--- src/rtl/alu_pkg.sv ---
// Shared ALU control codes, multiply step count and FSM state encoding.
package alu_pkg;

  localparam logic [3:0] ALU_ADD = 4'b0000;
  localparam logic [3:0] ALU_SUB = 4'b0001;
  localparam logic [3:0] ALU_AND = 4'b0010;
  localparam logic [3:0] ALU_OR  = 4'b0011;
  localparam logic [3:0] ALU_XOR = 4'b0100;
  localparam logic [3:0] ALU_LUI = 4'b0101;
  localparam logic [3:0] ALU_SLT = 4'b0110;
  localparam logic [3:0] ALU_MUL = 4'b0111;

  localparam int unsigned MUL_STEPS = 32;

  typedef logic [1:0] alu_state_t;
  localparam alu_state_t IDLE = 2'd0;
  localparam alu_state_t MUL  = 2'd1;
  localparam alu_state_t DONE = 2'd2;

endpackage

--- src/rtl/alu_seq_if.sv ---
// Start/done request bus between the operand mux and the sequential ALU.
interface alu_seq_if #(
  parameter int unsigned WIDTH = 32
);
  logic             start;
  logic [3:0]       ALUctr;
  logic [WIDTH-1:0] a;
  logic [WIDTH-1:0] b;
  logic             busy;
  logic             done;
  logic [WIDTH-1:0] result;
  logic             zero;
  logic             overflow;

  modport master (
    output start, ALUctr, a, b,
    input  busy, done, result, zero, overflow
  );

  modport slave (
    input  start, ALUctr, a, b,
    output busy, done, result, zero, overflow
  );
endinterface

--- src/rtl/alu_mul_iter.sv ---
// Iterative shift-add multiplier datapath: one partial product per step, low word only.
module alu_mul_iter #(
  parameter int unsigned WIDTH = 32
) (
  input  logic             clk,
  input  logic             rst,
  input  logic             load_i,
  input  logic             step_i,
  input  logic [WIDTH-1:0] a_i,
  input  logic [WIDTH-1:0] b_i,
  output logic [WIDTH-1:0] acc_next_o,
  output logic             last_o
);

  localparam int unsigned CntW = $clog2(WIDTH + 1);

  logic [WIDTH-1:0] mcand_q, mcand_d;
  logic [WIDTH-1:0] mplier_q, mplier_d;
  logic [WIDTH-1:0] acc_q, acc_d;
  logic [CntW-1:0]  count_q, count_d;

  // Accumulator value after the current step; the top captures it on the last step.
  assign acc_next_o = mplier_q[0] ? (acc_q + mcand_q) : acc_q;
  assign last_o     = step_i && (count_q == CntW'(WIDTH - 1));

  // Load operands on acceptance, otherwise advance one shift-add step when asked.
  always_comb begin
    mcand_d  = mcand_q;
    mplier_d = mplier_q;
    acc_d    = acc_q;
    count_d  = count_q;
    if (load_i) begin
      mcand_d  = a_i;
      mplier_d = b_i;
      acc_d    = '0;
      count_d  = '0;
    end else if (step_i) begin
      acc_d    = acc_next_o;
      mcand_d  = mcand_q << 1;
      mplier_d = mplier_q >> 1;
      count_d  = count_q + CntW'(1);
    end
  end

  // Multiplier state registers.
  always_ff @(posedge clk or posedge rst) begin
    if (rst) begin
      mcand_q  <= '0;
      mplier_q <= '0;
      acc_q    <= '0;
      count_q  <= '0;
    end else begin
      mcand_q  <= mcand_d;
      mplier_q <= mplier_d;
      acc_q    <= acc_d;
      count_q  <= count_d;
    end
  end

endmodule

--- src/rtl/alu_seq.sv ---
// Registered execute-stage ALU with start/done handshake; code 0111 runs a multi-cycle multiply.
module alu_seq
  import alu_pkg::*;
#(
  parameter int unsigned WIDTH = 32
) (
  input  logic      clk,
  input  logic      rst,
  alu_seq_if.slave  bus
);

  alu_state_t       state_q, state_d;
  logic [WIDTH-1:0] result_q, result_d;
  logic             zero_q, zero_d;
  logic             ovf_q, ovf_d;

  logic             accept;
  logic             is_mul;
  logic             mul_last;
  logic [WIDTH-1:0] mul_acc_next;
  logic [WIDTH-1:0] sum, diff;
  logic [WIDTH-1:0] simple_res;
  logic             simple_ovf;

  // A multiply in flight blocks new requests; DONE accepts like IDLE.
  assign accept = bus.start && (state_q != MUL);
  assign is_mul = (bus.ALUctr == ALU_MUL);
  assign sum    = bus.a + bus.b;
  assign diff   = bus.a - bus.b;

  alu_mul_iter #(
    .WIDTH (WIDTH)
  ) u_mul (
    .clk        (clk),
    .rst        (rst),
    .load_i     (accept && is_mul),
    .step_i     (state_q == MUL),
    .a_i        (bus.a),
    .b_i        (bus.b),
    .acc_next_o (mul_acc_next),
    .last_o     (mul_last)
  );

  // Single-cycle result and signed-overflow decode.
  always_comb begin
    simple_res = '0;
    simple_ovf = 1'b0;
    case (bus.ALUctr)
      ALU_ADD: begin
        simple_res = sum;
        simple_ovf = (bus.a[WIDTH-1] == bus.b[WIDTH-1]) && (sum[WIDTH-1] != bus.a[WIDTH-1]);
      end
      ALU_SUB: begin
        simple_res = diff;
        simple_ovf = (bus.a[WIDTH-1] != bus.b[WIDTH-1]) && (diff[WIDTH-1] != bus.a[WIDTH-1]);
      end
      ALU_AND: simple_res = bus.a & bus.b;
      ALU_OR:  simple_res = bus.a | bus.b;
      ALU_XOR: simple_res = bus.a ^ bus.b;
      ALU_LUI: simple_res[WIDTH-1 -: 16] = bus.b[15:0];
      ALU_SLT: simple_res = {{(WIDTH - 1){1'b0}}, ($signed(bus.a) < $signed(bus.b))};
      default: ; // undefined codes complete normally with a zero result
    endcase
  end

  // FSM next state and completion-time output capture.
  always_comb begin
    state_d  = state_q;
    result_d = result_q;
    zero_d   = zero_q;
    ovf_d    = ovf_q;
    if (state_q == MUL) begin
      if (mul_last) begin
        state_d  = DONE;
        result_d = mul_acc_next;
        zero_d   = (mul_acc_next == '0);
        ovf_d    = 1'b0;
      end
    end else if (accept) begin
      if (is_mul) begin
        state_d = MUL;
      end else begin
        state_d  = DONE;
        result_d = simple_res;
        zero_d   = (simple_res == '0);
        ovf_d    = simple_ovf;
      end
    end else begin
      state_d = IDLE;
    end
  end

  // State and registered outputs.
  always_ff @(posedge clk or posedge rst) begin
    if (rst) begin
      state_q  <= IDLE;
      result_q <= '0;
      zero_q   <= 1'b0;
      ovf_q    <= 1'b0;
    end else begin
      state_q  <= state_d;
      result_q <= result_d;
      zero_q   <= zero_d;
      ovf_q    <= ovf_d;
    end
  end

  assign bus.busy     = (state_q == MUL);
  assign bus.done     = (state_q == DONE);
  assign bus.result   = result_q;
  assign bus.zero     = zero_q;
  assign bus.overflow = ovf_q;

endmodule

--- src/flat_wrapper.sv ---
// flat-port wrapper written by rule: the top's interface ports become plain ports
module alu_seq_flat import alu_pkg::*;
#(
  parameter int unsigned WIDTH = 32
)
  (clk, rst, bus_start, bus_ALUctr, bus_a, bus_b, bus_busy, bus_done, bus_result, bus_zero, bus_overflow);
  alu_seq_if #(.WIDTH(WIDTH)) bus_i ();
  input  logic clk;
  input  logic rst;
  input wire logic [$bits(bus_i.start)-1:0] bus_start;
  input wire logic [$bits(bus_i.ALUctr)-1:0] bus_ALUctr;
  input wire logic [$bits(bus_i.a)-1:0] bus_a;
  input wire logic [$bits(bus_i.b)-1:0] bus_b;
  output wire logic [$bits(bus_i.busy)-1:0] bus_busy;
  output wire logic [$bits(bus_i.done)-1:0] bus_done;
  output wire logic [$bits(bus_i.result)-1:0] bus_result;
  output wire logic [$bits(bus_i.zero)-1:0] bus_zero;
  output wire logic [$bits(bus_i.overflow)-1:0] bus_overflow;
  assign bus_i.start = bus_start;
  assign bus_i.ALUctr = bus_ALUctr;
  assign bus_i.a = bus_a;
  assign bus_i.b = bus_b;
  assign bus_busy = bus_i.busy;
  assign bus_done = bus_i.done;
  assign bus_result = bus_i.result;
  assign bus_zero = bus_i.zero;
  assign bus_overflow = bus_i.overflow;
  alu_seq #(.WIDTH(WIDTH)) u_core (.clk(clk), .rst(rst), .bus(bus_i));
endmodule
--- config.mk ---
export PLATFORM = sky130hd
export DESIGN_NAME = alu_seq_flat
export DESIGN_NICKNAME = d
export VERILOG_FILES = /design/src/rtl/alu_pkg.sv /design/src/rtl/alu_seq_if.sv /design/src/rtl/alu_mul_iter.sv /design/src/rtl/alu_seq.sv /design/src/flat_wrapper.sv
export SDC_FILE = /design/constraint.sdc
export NUM_CORES = 1
export LEC_CHECK = 0
export BUFFER_PORTS_ARGS = -buffer_cell sky130_fd_sc_hd__buf_4
export CORE_AREA = 3 3 218 220
export CTS_BUF_LIST = sky130_fd_sc_hd__clkbuf_4
export DETAILED_ROUTE_END_ITERATION = 7
export DIE_AREA = 0 0 221 223
export PLACE_DENSITY_LB_ADDON = 0.08
export SYNTH_ARGS = -nofsm -noshare
export SYNTH_HDL_FRONTEND = slang
export SYNTH_SLANG_ARGS = --single-unit
--- constraint.sdc ---
create_clock -name clk -period 6.4 [get_ports clk]
set_clock_uncertainty 0.05 [all_clocks]
set_input_delay 0.64 -clock clk [delete_from_list [all_inputs] [get_ports clk]]
set_output_delay 0.64 -clock clk [all_outputs]
set_load 0.02 [all_outputs]
==> impl_metrics.tcl <==
set metrics [dict create \
    cp.arrival_ps 5010 \
    synth.area.top_cells "dfrtp_1 25%, ha_1 12%, a21oi_1 5.1%" \
    grt_pass1_wl_mm 88.9 \
    synth_top_cell_by_area "dfrtp_1" \
    fill_cells 4912 \
    cp-start-kind "register" \
    hold_viol 0 \
    grt_pass1_vias 13700 \
    place_hpwl_mm 45.8 \
    synth_edf_count 0 \
    synth_area_sq_um 13700 \
    rsz0062_at_grt "no" \
    die_area_sq_um 49300 \
    fp.dieW_um 221 \
    fmax_ghz 0.228 \
    rr_startpoint "u_core.u_mul.mcand_q[0]$_DFFE_PP0P_" \
    worstMarginPinSlew_ps 855 \
    nNetsFinal 2011 \
    worstPathRequired_ps 7020 \
    holdCritStartpoint "bus_a[0]" \
    port-buffer-count 106 \
    hold_depth 3 \
    hold_end "u_core.u_mul.mcand_q[0]$_DFFE_PP0P_" \
    clock_latency_ps 750 \
    core_sq_um 45500 \
    gr-total-overflow 0 \
    num_rows 78 \
    ctsLongestPathBuffers 2 \
    io_pins 107 \
    synthTopCellsByCount "169 x nand2_1, 141 x nor2_1, 140 x a21oi_1" \
    yosysWarnings 0 \
    ctsHoldBuffers 1 \
    cts_resized 0 \
    htreeDepth 4 \
    place_congestion 0.920 \
    cts_buffers 17 \
    vias_per_cell 5.85 \
    r2r_setup_slack_ps 2000 \
    holdWs_ps 79.6 \
    p_per_area_nw_per_um2 213 \
    die_height_um 223 \
    place_area_sq_um 15100 \
    syn_to_final_growth_pct 12.3 \
    path_max_fanout 4 \
    root_buffer "clkbuf_4" \
    synthArstFlopShare_pct 100 \
    fin_area_sq_um 15400 \
    ff2ff_path_depth 13 \
    yosysSeqAreaShare_pct 25.2 \
    outcome "finished, final reports clean" \
    cts_tree "done" \
    cp-end-kind "register" \
    drt-total-wl_mm 59.5 \
    drt_iter0_markers 1229 \
    post_cts_buffers 0 \
    dr.pass1.iters 7 \
    ant_nets 0 \
    num_vias 14100 \
    yosys.cell_types.count 85 \
    path_cells "ha_1 > fa_1 > a211oi_1 > o211ai_1 > a41oi_1 > a31oi_1 > a21oi_1 > o21ai_1 > a211o_1 > or4_1 > nor4_2 > nand4b_1 > nand2_1" \
    crit_path_top_delay_cell "or4_1" \
    clk_pin_slew_ps 130 \
    grt_usage_pct 23.7 \
    max_stage_delay_ps 550 \
    synth_ff_type "dfrtp_1" \
    postSynthAreaPerCell_sq_um 7.76 \
    drive_above_1_share_pct 11.5 \
    finalCritPeriodShare_pct 68.7 \
    setup_viol 0 \
    slew_headroom_pct 43.0 \
    start_util_pct 30.1 \
    max-vdd-ir-drop_mv 0.104 \
    clock_sinks 138 \
    min_period_ps 4400 \
    path_class "register to register" \
    final.setup.tns_ps 0 \
    ys_ff_latch 138 \
    max_cap_violations 0 \
    slew_viol_final 0 \
    r2r_end "u_core.bus.zero$_DFFE_PP0P_" \
    antenna_found_initial 2 \
    synth.most_common_cell "nand2_1" \
    wl_per_cell_um 24.6 \
    grt_max_degree 80 \
    synth_nets 1972 \
    hold_class "input port to register" \
    p_leak_uw 0.00695 \
    yosysTopAreaCellShare_pct 25.2 \
    netlist_instances 1763 \
    drc 0 \
]
-- where the power goes --
| part | switching (uW) | internal [uW] |
|---|---|---|
| Sequential | 137 | 1020 |
| Clock | 392 | 275 |
| Combinational | 902 | 559 |
-- metal layers --
metal	GRT usage (%)	vias to the layer above	routed length, um
met5	0	-	0
met4	7.48	0	1700
met3	3.79	76	3020
met2	36.8	481	26200
met1	33.6	6971	28500
li1	-	6617	-
-- layout by cell type, fill, tap and decap left out, types with 19 or more instances in the layout --
cell / count
inv_1: 98
nor2b_1: 22
a21o_1: 34
o21ai_0: 71
clkbuf_4: 19
buf_4: 132
a31oi_1: 30
nand3_1: 41
nand2_1: 168
o211ai_1: 22
o31ai_1: 21
a211oi_1: 29
nor2_1: 140
dfrtp_1: 137
o21ai_1: 37
a21oi_1: 140
a221o_1: 65
nor3_1: 105
ha_1: 135
-- sequential cells by signal, indices dropped and copies added (netlist names) --
| signal | flops |
|---|---|
| u_core.bus.overflow | 1 |
| u_core.bus.result | 32 |
| u_core.bus.zero | 1 |
| u_core.state_q | 2 |
| u_core.u_mul.acc_q | 32 |
| u_core.u_mul.count_q | 6 |
| u_core.u_mul.mcand_q | 32 |
| u_core.u_mul.mplier_q | 32 |
-- worst max-delay path, delay by kind of cell, from the launching register on --
family	cells	cell delay (ps)
simple gates	4	950
compound gates	7	2200
flops	1	440
fa+ha+maj	2	690
-- layout make-up --
cell class | count | area, sq um | area share [%]
tap | 600 | 751 | 4.88
antenna | 3 | 7.51 | 0.0488
inverter | 113 | 430 | 2.80
clock buffer | 19 | 143 | 0.928
sequential | 138 | 3450 | 22.5
multi-input combinational | 1398 | 9410 | 61.2
clock inverter | 13 | 153 | 0.993
timing repair buffer | 134 | 1020 | 6.64
-- metrics by stage --
step                total power (uW)  utilization, %  cells  setup slack (ps)
floorplan                       2120               -   1763              2010
global placement                2610            33.1   2382              1610
detailed placement              2610            33.1   2382              1500
CTS                             3300            33.8   2415              1980
global route                    3490            33.8   2417              1820
finish                          3280            33.8   2418              2000
-- cells by family (layout without fill, tap and decap cells) --
kind of cell,count (synthesis),count (layout),synth area share (%)
AOI/OAI and AO/OA,607,607,31.0
xor gates and xnor gates,33,33,2.17
adders and majority gates,138,138,12.8
buffers and inverters,227,279,6.26
DFF,138,138,25.2
muxes,21,21,1.59
other,0,3,0
and+or+nand+nor,599,599,21.0
-- worst max-delay path by stage --
stage                                        start                              end  depth (start not counted)
2_1_floorplan                                  rst  u_core.bus.overflow$_DFFE_PP0P_                          1
3_3_place_gp                              bus_a[0]      u_core.bus.zero$_DFFE_PP0P_                         17
3_5_place_dp                              bus_a[0]      u_core.bus.zero$_DFFE_PP0P_                         17
4_1_cts        u_core.u_mul.mcand_q[0]$_DFFE_PP0P_      u_core.bus.zero$_DFFE_PP0P_                         13
5_1_grt        u_core.u_mul.mcand_q[0]$_DFFE_PP0P_      u_core.bus.zero$_DFFE_PP0P_                         13
6_report       u_core.u_mul.mcand_q[0]$_DFFE_PP0P_      u_core.bus.zero$_DFFE_PP0P_                         13
Note: power is estimated with default switching activity, not from simulation.
